===== src/rtl/pc_gen.sv =====
// Fetch-address generator: boot delay, redirect epochs, valid/ready toward fetch.
// Define PC_BTB_EN to build the direct-mapped branch-target buffer.
module pc_gen #(
    parameter int                ADDR_W    = 32,
    parameter logic [ADDR_W-1:0] RESET_VEC = '0,
    parameter int                STEP      = 4,
    parameter int                EPOCH_W   = 2,
    parameter int                BTB_DEPTH = 8
) (
    input  logic               clk,
    input  logic               rst,
    input  logic               branch_i,
    input  logic [ADDR_W-1:0]  branch_addr_i,
    input  logic [1:0]         halt_type_i,
    input  logic               fetch_ready_i,
    input  logic               btb_wr_i,
    input  logic [ADDR_W-1:0]  btb_wr_pc_i,
    input  logic [ADDR_W-1:0]  btb_wr_tgt_i,
    output logic [ADDR_W-1:0]  pc_o,
    output logic               pc_valid_o,
    output logic [EPOCH_W-1:0] pc_epoch_o,
    output logic               pc_changed_o,
    output logic               predicted_o
);
    // state  | meaning
    // S_RST  | held in reset, pc_o = RESET_VEC, not valid
    // S_BOOT | one-cycle boot delay, inputs ignored
    // S_RUN  | normal operation, pc_o valid toward fetch
    localparam logic [1:0] S_RST  = 2'd0;
    localparam logic [1:0] S_BOOT = 2'd1;
    localparam logic [1:0] S_RUN  = 2'd2;

    localparam int OFF_W = $clog2(STEP);

    logic [1:0]        state;
    logic [ADDR_W-1:0] seq_pc;
    logic [ADDR_W-1:0] branch_pc;
    logic [ADDR_W-1:0] next_pc;
    logic              btb_hit;
    logic [ADDR_W-1:0] btb_tgt;
    logic              unused_lo;

    assign seq_pc    = pc_o + ADDR_W'(STEP);
    assign branch_pc = {branch_addr_i[ADDR_W-1:OFF_W], OFF_W'(0)};
    assign next_pc   = btb_hit ? btb_tgt : seq_pc;

`ifdef PC_BTB_EN
    localparam int IDX_W = $clog2(BTB_DEPTH);
    localparam int TAG_W = ADDR_W - OFF_W - IDX_W;

    logic [BTB_DEPTH-1:0] btb_valid;
    logic [TAG_W-1:0]     btb_tag [BTB_DEPTH];
    logic [ADDR_W-1:0]    btb_data [BTB_DEPTH];
    logic [IDX_W-1:0]     rd_idx;
    logic [IDX_W-1:0]     wr_idx;
    logic [TAG_W-1:0]     rd_tag;
    logic [TAG_W-1:0]     wr_tag;

    assign rd_idx    = pc_o[OFF_W +: IDX_W];
    assign rd_tag    = pc_o[ADDR_W-1 -: TAG_W];
    assign wr_idx    = btb_wr_pc_i[OFF_W +: IDX_W];
    assign wr_tag    = btb_wr_pc_i[ADDR_W-1 -: TAG_W];
    assign btb_hit   = btb_valid[rd_idx] && (btb_tag[rd_idx] == rd_tag);
    assign btb_tgt   = btb_data[rd_idx];
    assign unused_lo = ^{branch_addr_i[OFF_W-1:0], btb_wr_pc_i[OFF_W-1:0]};

    always_ff @(posedge clk) begin
        if (!rst) begin
            btb_valid <= '0;
        end else if (btb_wr_i) begin
            btb_valid[wr_idx] <= 1'b1;
        end
    end

    // Tag/target need no reset: the valid bit qualifies them.
    always_ff @(posedge clk) begin
        if (rst && btb_wr_i) begin
            btb_tag[wr_idx]  <= wr_tag;
            btb_data[wr_idx] <= btb_wr_tgt_i;
        end
    end
`else
    assign btb_hit   = 1'b0;
    assign btb_tgt   = '0;
    assign unused_lo = ^{branch_addr_i[OFF_W-1:0], btb_wr_i, btb_wr_pc_i, btb_wr_tgt_i};
`endif

    always_ff @(posedge clk) begin
        if (!rst) begin
            state        <= S_RST;
            pc_o         <= RESET_VEC;
            pc_valid_o   <= 1'b0;
            pc_epoch_o   <= '0;
            pc_changed_o <= 1'b0;
            predicted_o  <= 1'b0;
        end else begin
            case (state)
                S_RST: begin
                    state        <= S_BOOT;
                    pc_changed_o <= 1'b0;
                end
                S_BOOT: begin
                    state        <= S_RUN;
                    pc_o         <= RESET_VEC;
                    pc_valid_o   <= 1'b1;
                    pc_changed_o <= 1'b0;
                end
                S_RUN: begin
                    if (branch_i) begin
                        pc_o         <= branch_pc;
                        pc_epoch_o   <= pc_epoch_o + 1'b1;
                        predicted_o  <= 1'b0;
                        pc_changed_o <= 1'b1;
                    end else if (halt_type_i != 2'b00) begin
                        pc_changed_o <= 1'b0;
                    end else if (pc_valid_o && fetch_ready_i) begin
                        pc_o         <= next_pc;
                        predicted_o  <= btb_hit;
                        pc_changed_o <= 1'b1;
                    end else begin
                        pc_changed_o <= 1'b0;
                    end
                end
                default: begin
                    state        <= S_RST;
                    pc_valid_o   <= 1'b0;
                    pc_changed_o <= 1'b0;
                end
            endcase
        end
    end
endmodule


===== config.mk =====
export PLATFORM = sky130hd
export DESIGN_NAME = pc_gen
export DESIGN_NICKNAME = d
export VERILOG_FILES = /design/src/rtl/pc_gen.sv
export SDC_FILE = /design/constraint.sdc
export NUM_CORES = 1
export LEC_CHECK = 0
export ABC_AREA = 1
export ABC_CLOCK_PERIOD_IN_PS = 2800
export BUFFER_PORTS_ARGS = -buffer_cell sky130_fd_sc_hd__buf_2
export CORE_MARGIN = 2
export CORE_UTILIZATION = 48
export DETAILED_ROUTE_END_ITERATION = 16
export HOLD_SLACK_MARGIN = 0.1
export MAX_ROUTING_LAYER = met4
export PLACE_DENSITY = 0.84
export SYNTH_ARGS = -nofsm -noshare
export SYNTH_HDL_FRONTEND = slang
export SYNTH_SLANG_ARGS = --single-unit

===== constraint.sdc =====
create_clock -name clk -period 2.8 [get_ports clk]
set_clock_uncertainty 0.15 [all_clocks]
set_input_delay 0.84 -clock clk [delete_from_list [all_inputs] [get_ports clk]]
set_output_delay 0.84 -clock clk [all_outputs]
set_load 0.05 [all_outputs]

======== Word level (Yosys, flattened, before mapping) ========
Cells that the tools add are included.
word-level totals
  input bits .............................. 103
  logic and storage cells ................. 35
  bits in registers ....................... 39
operators by class
  $add $sub $neg .......................... 2
  equality and inequality tests ........... 5
  reduce and logical (&&, ||, !) cells .... 10
  mux-type cells .......................... 12
operator list
  kind                   count
  $mux 32                3
  $pmux 32 s2            1
  $add 32x3->32 const B  1
  $mux 1                 6
  $ne 3x3->1 const B     2
  $pmux 2 s3             1
  $reduce_and 3->1       2
  $reduce_bool 2->1      3
  $reduce_and 2->1       2
  $add 2x1->2 const B    1
  $eq 2x1->1 const B     1
  $eq 2x2->1 const B     1
  $logic_not 2->1        1
  $ne 2x2->1 const B     1
  $pmux 1 s2             1
  $reduce_or 2->1        1
  $logic_and 1x1->1      1

======== Depth between registers and ports, before layout ========
Gate-level depths: netlist of the first run.
  depth in word-level cells ............... 5
  mapped depth ............................ 10

======== Worst setup path before layout of the first run ========
OpenSTA, ideal clock, no wires.
  path type ............................... flip-flop to flip-flop
  start ................................... register pc_o[2]
  end ..................................... register pc_o[20]
  path buffers ............................ 0
  setup time .............................. 0.132 ns
  path slack .............................. 0.804 ns
  arrival ................................. 1.714 ns
  stages on the path, launching flop included .. 11
  path through ............................ dfxtp_1 > ha_1 > inv_1 > nor2_2 > nand3_2 > nor2_1 > nand2_1 > nand2_1 > nand2_1 > nand2_1 > a21oi_1
on the way
  cells in the longest elaborated chain, start to end .. 5
RTL lines
  what                    line  RTL
  from (decl)             19    output logic [ADDR_W-1:0] pc_o,
  from (signal assigned)  110   pc_o <= branch_pc;
  from (signal assigned)  117   pc_o <= next_pc;
  $add 32x3->32           43    assign seq_pc = pc_o + ADDR_W'(STEP);
  $mux 32                 116   end else if (pc_valid_o && fetch_ready_i) begin
  $mux 32                 114   end else if (halt_type_i != 2'b00) begin
  $mux 32                 109   if (branch_i) begin
  $pmux 32 s2             97    case (state)
Every way passes these cells. The select of a mux whose other input is x is not followed.
A chain may end at the register's enable or synchronous reset.

======== Worst setup path in the final report of the first run ========
  start ................................... register pc_o[2]
  end ..................................... output pc_o[2]
No word-level cell between the ends.

==> metrics.txt, run 1 <==
Row Count=26; total I/O pin count=140; router iterations before antenna repair=5; combined global-route utilization of all metal layers=0.251; total via count after detailed routing=2852; Critical path buffers and inverters=1; setup_tns=0 ns; initial core utilization=0.492; path category of the worst min-delay check=reg2reg; most frequent cells in the layout=nand2_1 (135), nor2_1 (89), buf_2 (69); number of setup buffers added after CTS=0; Die X=75.9 um; P&R area growth vs syn=21.2%; critical path capture point type=output pin; Crit Path Max Fanout=7; Register Area=721 um2; slowest library cell on the worst path=dfxtp_1; power density over the cells=between 400 and 500 mW/mm2; met3 global-route usage=0.0489; RSZ-0062 raised after global routing=false; # hold bufs at CTS=0; worst endpoint data arrival time=1.12 ns; critical path class=reg2out; Avg Synthesized Cell Area=roughly 5.8 um2; Maximum Capacitance Violations=0; via count of the first global-routing pass=~2300; antenna violations before repair=0; area of the core=roughly 0.005 mm2; quantity of gates resized following cts=0; Leak Pwr=1.15 nW; DRC violation count after routing=0; Worst R2R Setup Slack=around 0.83 ns; post-route minimum period=around 2.1 ns; highest cell delay on the worst timing path=roughly 0.5 ns; worst path cell trace=buf_2; Skew-Pair Late Insertion Delay=0.29 ns; aggregate global routing overflow=0; full die area=between 0.005 and 0.006 mm2; met1 routing resource usage after global routing=0.305; count of final hold-check violations=0; first-pass GRT wire length=10700 um; sequential cell area fraction in the yosys report=0.291; multi-input gate area in the final layout=0.00156 mm2; largest net degree at the start of global routing=41; Antenna Violating Nets Remaining=0; achievable frequency=474 MHz; TritonCTS Buffers=5; logic depth of the worst path, buffers included=1; busiest layer in global routing=met2; GP Congestion=0.955; count of cells along the worst register-to-register path=7; number of placed cells counting well taps=between 500 and 600; leading post-synthesis cells by cell area=dfxtp_1 (29%), nand2_1 (20%), nor2_1 (13%); final non-filler cell total=569; flop and latch count out of synthesis=36; cell area after synthesis=0.00248 mm2; global-route met2 utilization=0.419; Cell variety after synth=27; count of final setup violators=0; Hold Path Stages=1; TritonCTS clock tree=yes; most common cell after layout, fill and taps aside=nand2_1; WP data required=between 1.5 and 2 ns; drt via density=roughly 5; launching element type of the critical path=flop; routed wire length=roughly 7000 um; Slew Limit Fails=0; count of clock tree sinks=36; run status=complete, no violations; Nets=between 600 and 700; share of final-layout standard cells stronger than drive strength 1=0.204; die height=75.9 um; number of standard cells after synthesis=431; largest delay contributor family on the critical path=flip-flops; number of diodes=0; post-synth top area share=0.291; Max VDD drop=between 0.0002 and 0.0003 V; port bufs=69; routed length per instance=12.0 um; area leader, netlist=dfxtp_1; synth warn=0; Final Cycle Share=0.753; H-tree depth=2; number of filler instances in the final layout=501; dpl hpwl=roughly 5200 um; worst-margin pin slew=0.528 ns; tightest slew margin relative to the limit=0.648; maximum root-to-sink buffer count=2; initial DRC count=around 150; clock-pin slew reported for the worst setup and hold paths after clock tree synthesis=0.08 ns; Clk Tree Root Cell=clkbuf_8
final timing paths:
path | startpoint | end
worst max-delay path | pc_o[2]$_SDFFE_PN0P_ | pc_o[2]
worst min-delay path | state[0]$_SDFFE_PN0N_ | state[0]$_SDFFE_PN0N_
worst max register to register | pc_o[2]$_SDFFE_PN0P_ | pc_o[12]$_SDFFE_PN0P_
worst min register to register | state[0]$_SDFFE_PN0N_ | state[0]$_SDFFE_PN0N_
cell usage after synthesis:
library cell and n:
nand2_1 135, nor2_1 89, dfxtp_1 36, nand3_1 34, a21oi_1 33, inv_1 32, nor2_2 10, o21ai_0 10
buf_2 8, o211ai_1 6, xnor2_1 6, clkbuf_1 5, nand2_2 5, nand4_1 4, buf_4 3, nand3_2 2
o21a_1 2, xor2_1 2, a211oi_1 1, buf_1 1, clkinv_1 1, conb_1 1, ha_1 1, nor2_4 1
nor3_1 1, o21bai_1 1, or2_2 1
area by class of cell:
cell class / count / share of cell area
sequential: 36 / 0.240
clock buffer: 5 / 0.0229
timing repair buffer: 75 / 0.134
tap: 70 / 0.0292
inverter: 33 / 0.0413
clock inverter: 3 / 0.0142
multi-input combinational: 347 / 0.518
power breakdown:
group	switching [mW]	leakage [nW]	internal, mW
combinational	0.168	0.805	0.0741
sequential	0.0267	0.292	0.531
clock	0.207	0.0541	0.264
total	0.401	1.15	0.869
cell families after synthesis:
group | Yosys count | share of synthesized area
simple gates | 282 | 0.473
xor+xnor | 8 | 0.0283
other cells | 1 | 0.00151
buf+inv | 50 | 0.0843
fa+ha+maj | 1 | 0.00505
flops | 36 | 0.291
compound gates | 53 | 0.117
sequential cells by signal, indices dropped and copies added, names as in the netlist:
signal	count
state	2
pc_changed_o	1
pc_valid_o	1
pc_o	30
pc_epoch_o	2
through the flow:
step	hold WS (ns)	util	setup WS, ns	area [um2]	power, mW
CTS	0.307	0.596	0.682	3000	1.28
global route	0.328	0.596	0.665	3000	1.33
global placement	0.292	0.573	0.659	2890	0.808
finish	0.305	0.596	0.692	3000	1.27
detailed placement	0.296	0.573	0.612	2890	0.811
floorplan	0.276	-	0.804	2490	0.740
per-layer routing:
metal	vias to the layer above	part of all wire	wire length, um
li1	1490	-	-
met1	1253	0.44	3010
met2	97	0.48	3270
met3	12	0.065	444
met4	0	0.019	129
met5	-	0	0
Power figures use the tool's default switching activity.
==> inputs of run 2 (changes only) <==
ABC_AREA = 0   (was 1)
ABC_CLOCK_PERIOD_IN_PS = 1700   (was 2800)
CORE_UTILIZATION = 38   (was 48)
PLACE_DENSITY = 0.75   (was 0.84)
clock period = 1.7 ns   (was 2.8 ns; I/O delays follow)
==> run 2 against run 1 <==
Net effect:
- the flow now finishes with violations (setup timing)
- via count is 5.2% lower
- utilization is 5.9 points higher
- clock power is 38% higher
- final cell count is 17% lower
- register-to-register slack worse by 0.92 ns
- global-route usage is 0.91 points lower
- non-clock buffer count is 62 higher
- first-iteration DRC count is 95% higher
- design area is 14% higher
- synthesized cell count is 36% lower
- critical path type is now reg2reg
- largest cell class unchanged
==> metrics.txt, run 2 <==
leading post-synthesis cells by cell area=dfxtp_1 (35%), o21ai_0 (7.2%), a21oi_1 (4.8%); Crit Path Max Fanout=4 (-3); die height=78.0 um (+2.8%); maximum root-to-sink buffer count=2 (unchanged); post-layout worst setup margin=-0.0948 ns (-0.786 ns); Final Total Pwr=2.09 mW (+65%); Final Cycle Share=1.06; largest net degree at the start of global routing=33 (-20%); Leak Pwr=1.58 nW (+37%); Clk Tree Root Cell=clkbuf_8; max reg flops=30 (unchanged); Skew-Pair Late Insertion Delay=0.29 ns (about the same); Die X=78.0 um (+2.8%); cell with the most instances after synthesis=dfxtp_1; area leader, netlist=dfxtp_1; routed wire length=8000 um (+17%); via count of the first global-routing pass=2496 (+6.3%); # hold bufs at CTS=0 (unchanged); launching element type of the critical path=flop; combined global-route utilization of all metal layers=0.242 (-0.00906); clock-pin slew reported for the worst setup and hold paths after clock tree synthesis=0.08 ns (about the same); busiest layer in global routing=met2; critical path capture point type=flop; commonest cells in the synthesized netlist=dfxtp_1 (36), o21ai_0 (30), nor2_1 (26), nand2_1 (21), a21oi_1 (20); FFs w/ async S/R, synth=0 (unchanged); most used flip-flop cell after synthesis=dfxtp_1; Antenna Violating Nets Remaining=0 (unchanged); share of final-layout standard cells stronger than drive strength 1=0.501 (+0.297); flop and latch count out of synthesis=36 (unchanged); registers with the most flip-flops=pc_o: 30 flops, pc_epoch_o: 2 flops, state: 2 flops; critical path class=reg2reg; worst endpoint data arrival time=1.83 ns (+0.71 ns); power density over the cells=614 mW/mm2 (+45%); full die area=0.00608 mm2 (+5.7%); router iterations before antenna repair=5 (unchanged); most frequent cells in the layout=buf_4 (56), buf_2 (56), nor2_1 (25); WP data required=1.74 ns (-0.07 ns); synth warn=0 (unchanged); count of clock tree sinks=36 (unchanged); area of the core=0.00520 mm2 (+3.2%); path category of the worst min-delay check=in2reg; sequential cell area fraction in the yosys report=0.346 (+0.0556); count of final setup violators=7 (+7); run status=finished, violations left; achievable frequency=557 MHz; Hold Path Stages=3 (+2); TritonCTS clock tree=yes; post-route minimum period=1.79 ns; RSZ-0062 raised after global routing=true; dpl hpwl=5070 um (-2.7%); routed length per instance=16.9 um (+40%); Cell variety after synth=49 (+81%); GP Congestion=0.831 (-13%); count of cells along the worst register-to-register path=5 (-2); Maximum Capacitance Violations=0 (unchanged); initial DRC count=285 (+95%); aggregate global routing overflow=0 (unchanged); violations in the final reports=setup timing; met3 global-route usage=0.0535 (+0.00455); Most flops, register=pc_o; number of standard cells after synthesis=274 (-36%); total via count after detailed routing=2704 (-5.2%); total I/O pin count=140 (unchanged); Slew Limit Fails=0 (unchanged); P&R area growth vs syn=63.8%; Worst R2R Setup Slack=-0.09 ns (-0.92 ns); count of final hold-check violations=0 (unchanged); number of diodes=0 (unchanged); global-route met2 utilization=0.395 (-0.0238); Post-synth EDFFs=0 (unchanged); initial core utilization=0.400 (-0.0918); Row Count=26 (unchanged); Avg Synthesized Cell Area=7.59 um2 (+32%); met1 routing resource usage after global routing=0.299 (-0.00602); drt via density=5.72 (+14%); first-pass GRT wire length=11500 um (+7.2%); antenna violations before repair=0 (unchanged); final standard cell utilization of the core=0.655 (+0.0593); Max VDD drop=0.000383 V (+40%); post-synth top area share=0.346 (+0.0556); port bufs=69 (unchanged); Nets=506 (-16%); H-tree depth=2 (unchanged); cell area after synthesis=0.00208 mm2 (-16%); TritonCTS Buffers=5 (unchanged); DRC violation count after routing=0 (unchanged)
[run 2: cells by family after synthesis]
logic type | after synthesis | synth area share
AO/OA/AOI/OAI | 86 | 0.256
XOR/XNOR | 6 | 0.0253
adder cells (fa/ha/maj) | 1 | 0.00601
buffers and inverters | 28 | 0.0589
flip-flops | 36 | 0.346
other | 1 | 0.00180
AND/OR/NAND/NOR | 116 | 0.306
[run 2: timing repair]
| action | CTS | global route |
|---|---|---|
| setup endpoints to repair | 25 | 41 |
| buffers inserted | 5 | 8 |
| cloned | 1 | 3 |
| pin swaps | 12 | 14 |
| gates resized for setup | 17 | 47 |
[run 2: metal layers]
layer | part of all wire | wire (um)
met2 | 0.50 | 4000
met5 | 0 | 0
met3 | 0.078 | 623
met1 | 0.40 | 3220
met4 | 0.020 | 159
[run 2: path summary, 6_finish.rpt]
path / startpoint / endpoint
max reg2reg: pc_o[9]$_SDFFE_PN0P_ / pc_o[29]$_SDFFE_PN0P_
max: pc_o[9]$_SDFFE_PN0P_ / pc_o[29]$_SDFFE_PN0P_
min: branch_addr_i[19] / pc_o[19]$_SDFFE_PN0P_
min reg2reg: pc_o[21]$_SDFFE_PN0P_ / pc_o[21]$_SDFFE_PN0P_
[run 2: power by group]
group | switching, mW | internal [mW]
clock network | 0.320 | 0.331
registers | 0.0623 | 0.884
logic | 0.307 | 0.188
total | 0.689 | 1.40
[run 2: area by class of cell]
cell class | instances | area, um2
tap | 70 | 87.6
multi-input combinational | 213 | 1430
fill | 455 | 1800
timing repair buffer | 137 | 993
sequential | 36 | 778
clock buffer | 8 | 90.1
inverter | 9 | 33.8
[run 2: per-stage QoR]
stage	cell area, um2	hold slack (ns)	setup TNS, ns	setup slack [ns]	cells
2_1_floorplan	2220	0.381	-3.73	-0.161	276
3_3_place_gp	2950	0.322	-7.83	-0.346	449
3_5_place_dp	2950	0.349	-8.85	-0.413	449
4_1_cts	3140	0.268	-0.145	-0.0622	463
5_1_grt	3410	0.286	-1.25	-0.169	473
6_report	3410	0.267	-0.362	-0.0948	473
[run 2: worst max-delay path, cell delays in order, from the launching register on]
cell     delay [ns]
dfxtp_4        0.36
nand4_4        0.10
or3_4          0.42
nor3_4         0.23
a31oi_1        0.15
a211o_1        0.28
==> inputs of run 3 (changes only) <==
ABC_AREA = 1   (was 0)
CORE_UTILIZATION = 40   (was 38)
==> run 3 against run 2 <==
Net effect:
- total power decreased by 3.5%
- wire length decreased by 11%
- setup slack improved by 0.12 ns
- sequential power decreased by 3.0%
- sequential share of layout area increased by 0.92 points
- critical endpoint is now pc_o[2]
- first-iteration DRC count decreased by 49%
- largest power group unchanged
- combinational power decreased by 11%
- utilization decreased by 12 points
- the flow now finishes without violations
- via count increased by 6.1%
- sequential cell count unchanged
- global-route usage decreased by 2.0 points
==> metrics.txt, run 3 (synthesized netlist as in run 1, its figures left out) <==
Antenna Violating Nets Remaining=0 (unchanged); routed wire length=7160 um (-11%); count of clock tree sinks=36 (unchanged); aggregate global routing overflow=0 (unchanged); Nets=610 (+21%); RSZ-0062 raised after global routing=true; die height=82.7 um (+6.1%); Max VDD drop=0.000478 V (+25%); area of placed instances=0.00301 mm2 (+2.2%); number of filler instances in the final layout=608 (+34%); combined global-route utilization of all metal layers=0.223 (-0.0198); number of setup buffers added after CTS=0 (-5); via count of the first global-routing pass=2513 (+0.68%); final standard cell utilization of the core=0.532 (-0.122); DRC violation count after routing=0 (unchanged); Register Area=753 um2 (-3.2%); TritonCTS Buffers=5 (unchanged); Crit path top cell by count=buf_4; post-route minimum period=1.67 ns (-0.124 ns); origin of the critical flop-to-flop path=pc_o[2]$_SDFFE_PN0P_; P&R area growth vs syn=27.9%; startpoint of the worst setup timing path=pc_o[2]$_SDFFE_PN0P_; clock-pin slew reported for the worst setup and hold paths after clock tree synthesis=0.07 ns (about the same); routed length per instance=12.3 um (-27%); antenna violations before repair=0 (unchanged); launching element type of the critical path=flop; Row Count=28 (+7.7%); H-tree depth=2 (unchanged); dpl hpwl=5620 um (+11%); maximum root-to-sink buffer count=2 (unchanged); Final Cycle Share=0.983 (-0.0728); Worst Hold Slack=0.305 ns (+0.0375 ns); drt via density=4.93 (-14%); worst path cell trace=buf_4, buf_4; # hold bufs at CTS=0 (unchanged); worst setup timing slack at the placement stage=-0.0682 ns (+0.345 ns); count of final setup violators=0 (-7); Maximum Capacitance Violations=0 (unchanged); full die area=0.00684 mm2 (+12%); WP data required=1.04 ns (-0.70 ns); total I/O pin count=140 (unchanged); worst endpoint data arrival time=1.01 ns (-0.82 ns); max reg flops=30 (unchanged); TritonCTS clock tree=yes; achievable frequency=598 MHz (+7.4%); origin of the worst min-delay path=state[0]$_SDFFE_PN0N_; Leak Pwr=1.21 nW (-23%); path category of the worst min-delay check=reg2reg; largest net degree at the start of global routing=30 (-9.1%); initial DRC count=145 (-49%); port bufs=69 (unchanged); registers with the most flip-flops=pc_o: 30 flops, pc_epoch_o: 2 flops, state: 2 flops; share of final-layout standard cells stronger than drive strength 1=0.270 (-0.231); first-pass GRT wire length=11400 um (-0.84%); area of the core=0.00596 mm2 (+14%); Critical path buffers and inverters=2 (+2); run status=complete, no violations; critical path capture point type=output pin; slowest library cell on the worst path=dfxtp_4; router iterations before antenna repair=5 (unchanged); total via count after detailed routing=2869 (+6.1%); Skew-Pair Late Insertion Delay=0.30 ns (about the same); count of final hold-check violations=0 (unchanged); Most flops, register=pc_o; critical path class=reg2out; GP Congestion=0.919 (+11%); multi-input gate area in the final layout=0.00159 mm2 (+12%); Design Area, Final=0.00317 mm2 (-7.0%); largest delay contributor family on the critical path=flip-flops; Slew Limit Fails=0 (unchanged); most common cell after layout, fill and taps aside=nand2_1; post-layout worst setup margin=0.0290 ns (+0.124 ns); most frequent cells in the layout=nand2_1 (135), nor2_1 (85), buf_2 (59); Crit Path Max Fanout=4 (unchanged); number of diodes=0 (unchanged); power density over the cells=637 mW/mm2 (+3.8%); highest cell delay on the worst timing path=0.38 ns (-0.04 ns); Die X=82.7 um (+6.1%); Clk Tree Root Cell=clkbuf_8; initial core utilization=0.416 (+0.0164)
## run 3: cell types whose count changed in the layout (fill, tap and decap cells not counted), moves of 10 or more
cell,delta
nand3_1,+19
nor2_1,+60
inv_1,+23
nand2_1,+115
a21oi_1,+15
nor2_2,+10
o21ai_1,-17
buf_6,-10
buf_4,-36
## run 3: final cells by class
class                   count  share of cell area
flip-flops and latches     36               0.238
clock inverters             2             0.00316
repair buffers             83               0.162
multi-input cells         347               0.503
inverters                  33              0.0391
clock buffers               6              0.0260
well taps                  75              0.0296
## run 3: per-stage QoR
| step | std cells | TNS (ns) | power [mW] |
|---|---|---|---|
| floorplan | 433 | 0 | 1.22 |
| global placement | 574 | 0 | 1.36 |
| detailed placement | 574 | -0.225 | 1.37 |
| CTS | 582 | 0 | 2.04 |
| global route | 582 | -0.00377 | 2.11 |
| finish | 582 | 0 | 2.02 |
## run 3: timing repair
action	4_1_cts	5_1_grt
pin swaps	0	0
resized for setup	5	21
endpoints found under the hold margin	0	0
setup endpoints to repair	4	21
## run 3: metal layers
| layer | share of wire | vias to the layer above | GRT usage |
|---|---|---|---|
| met5 | 0 | - | - |
| met4 | 0.019 | 0 | 0.0639 |
| met3 | 0.044 | 10 | 0.0359 |
| met2 | 0.47 | 61 | 0.376 |
| met1 | 0.46 | 1287 | 0.274 |
| li1 | - | 1511 | - |
## run 3: worst paths after layout
kind / to / slack [ns] / depth (start not counted)
hold / removal: state[0]$_SDFFE_PN0N_ / 0.30 / 1
hold reg to reg: state[0]$_SDFFE_PN0N_ / 0.30 / 1
setup / recovery: pc_o[2] / 0.03 / 2
setup reg to reg: pc_o[8]$_SDFFE_PN0P_ / 0.12 / 7
## run 3: where the power goes
| part | total [mW] | internal (mW) | switching, mW |
|---|---|---|---|
| Clock | 0.662 | 0.324 | 0.338 |
| Combinational | 0.438 | 0.150 | 0.288 |
| Sequential | 0.919 | 0.878 | 0.0411 |
| Total | 2.02 | 1.35 | 0.668 |
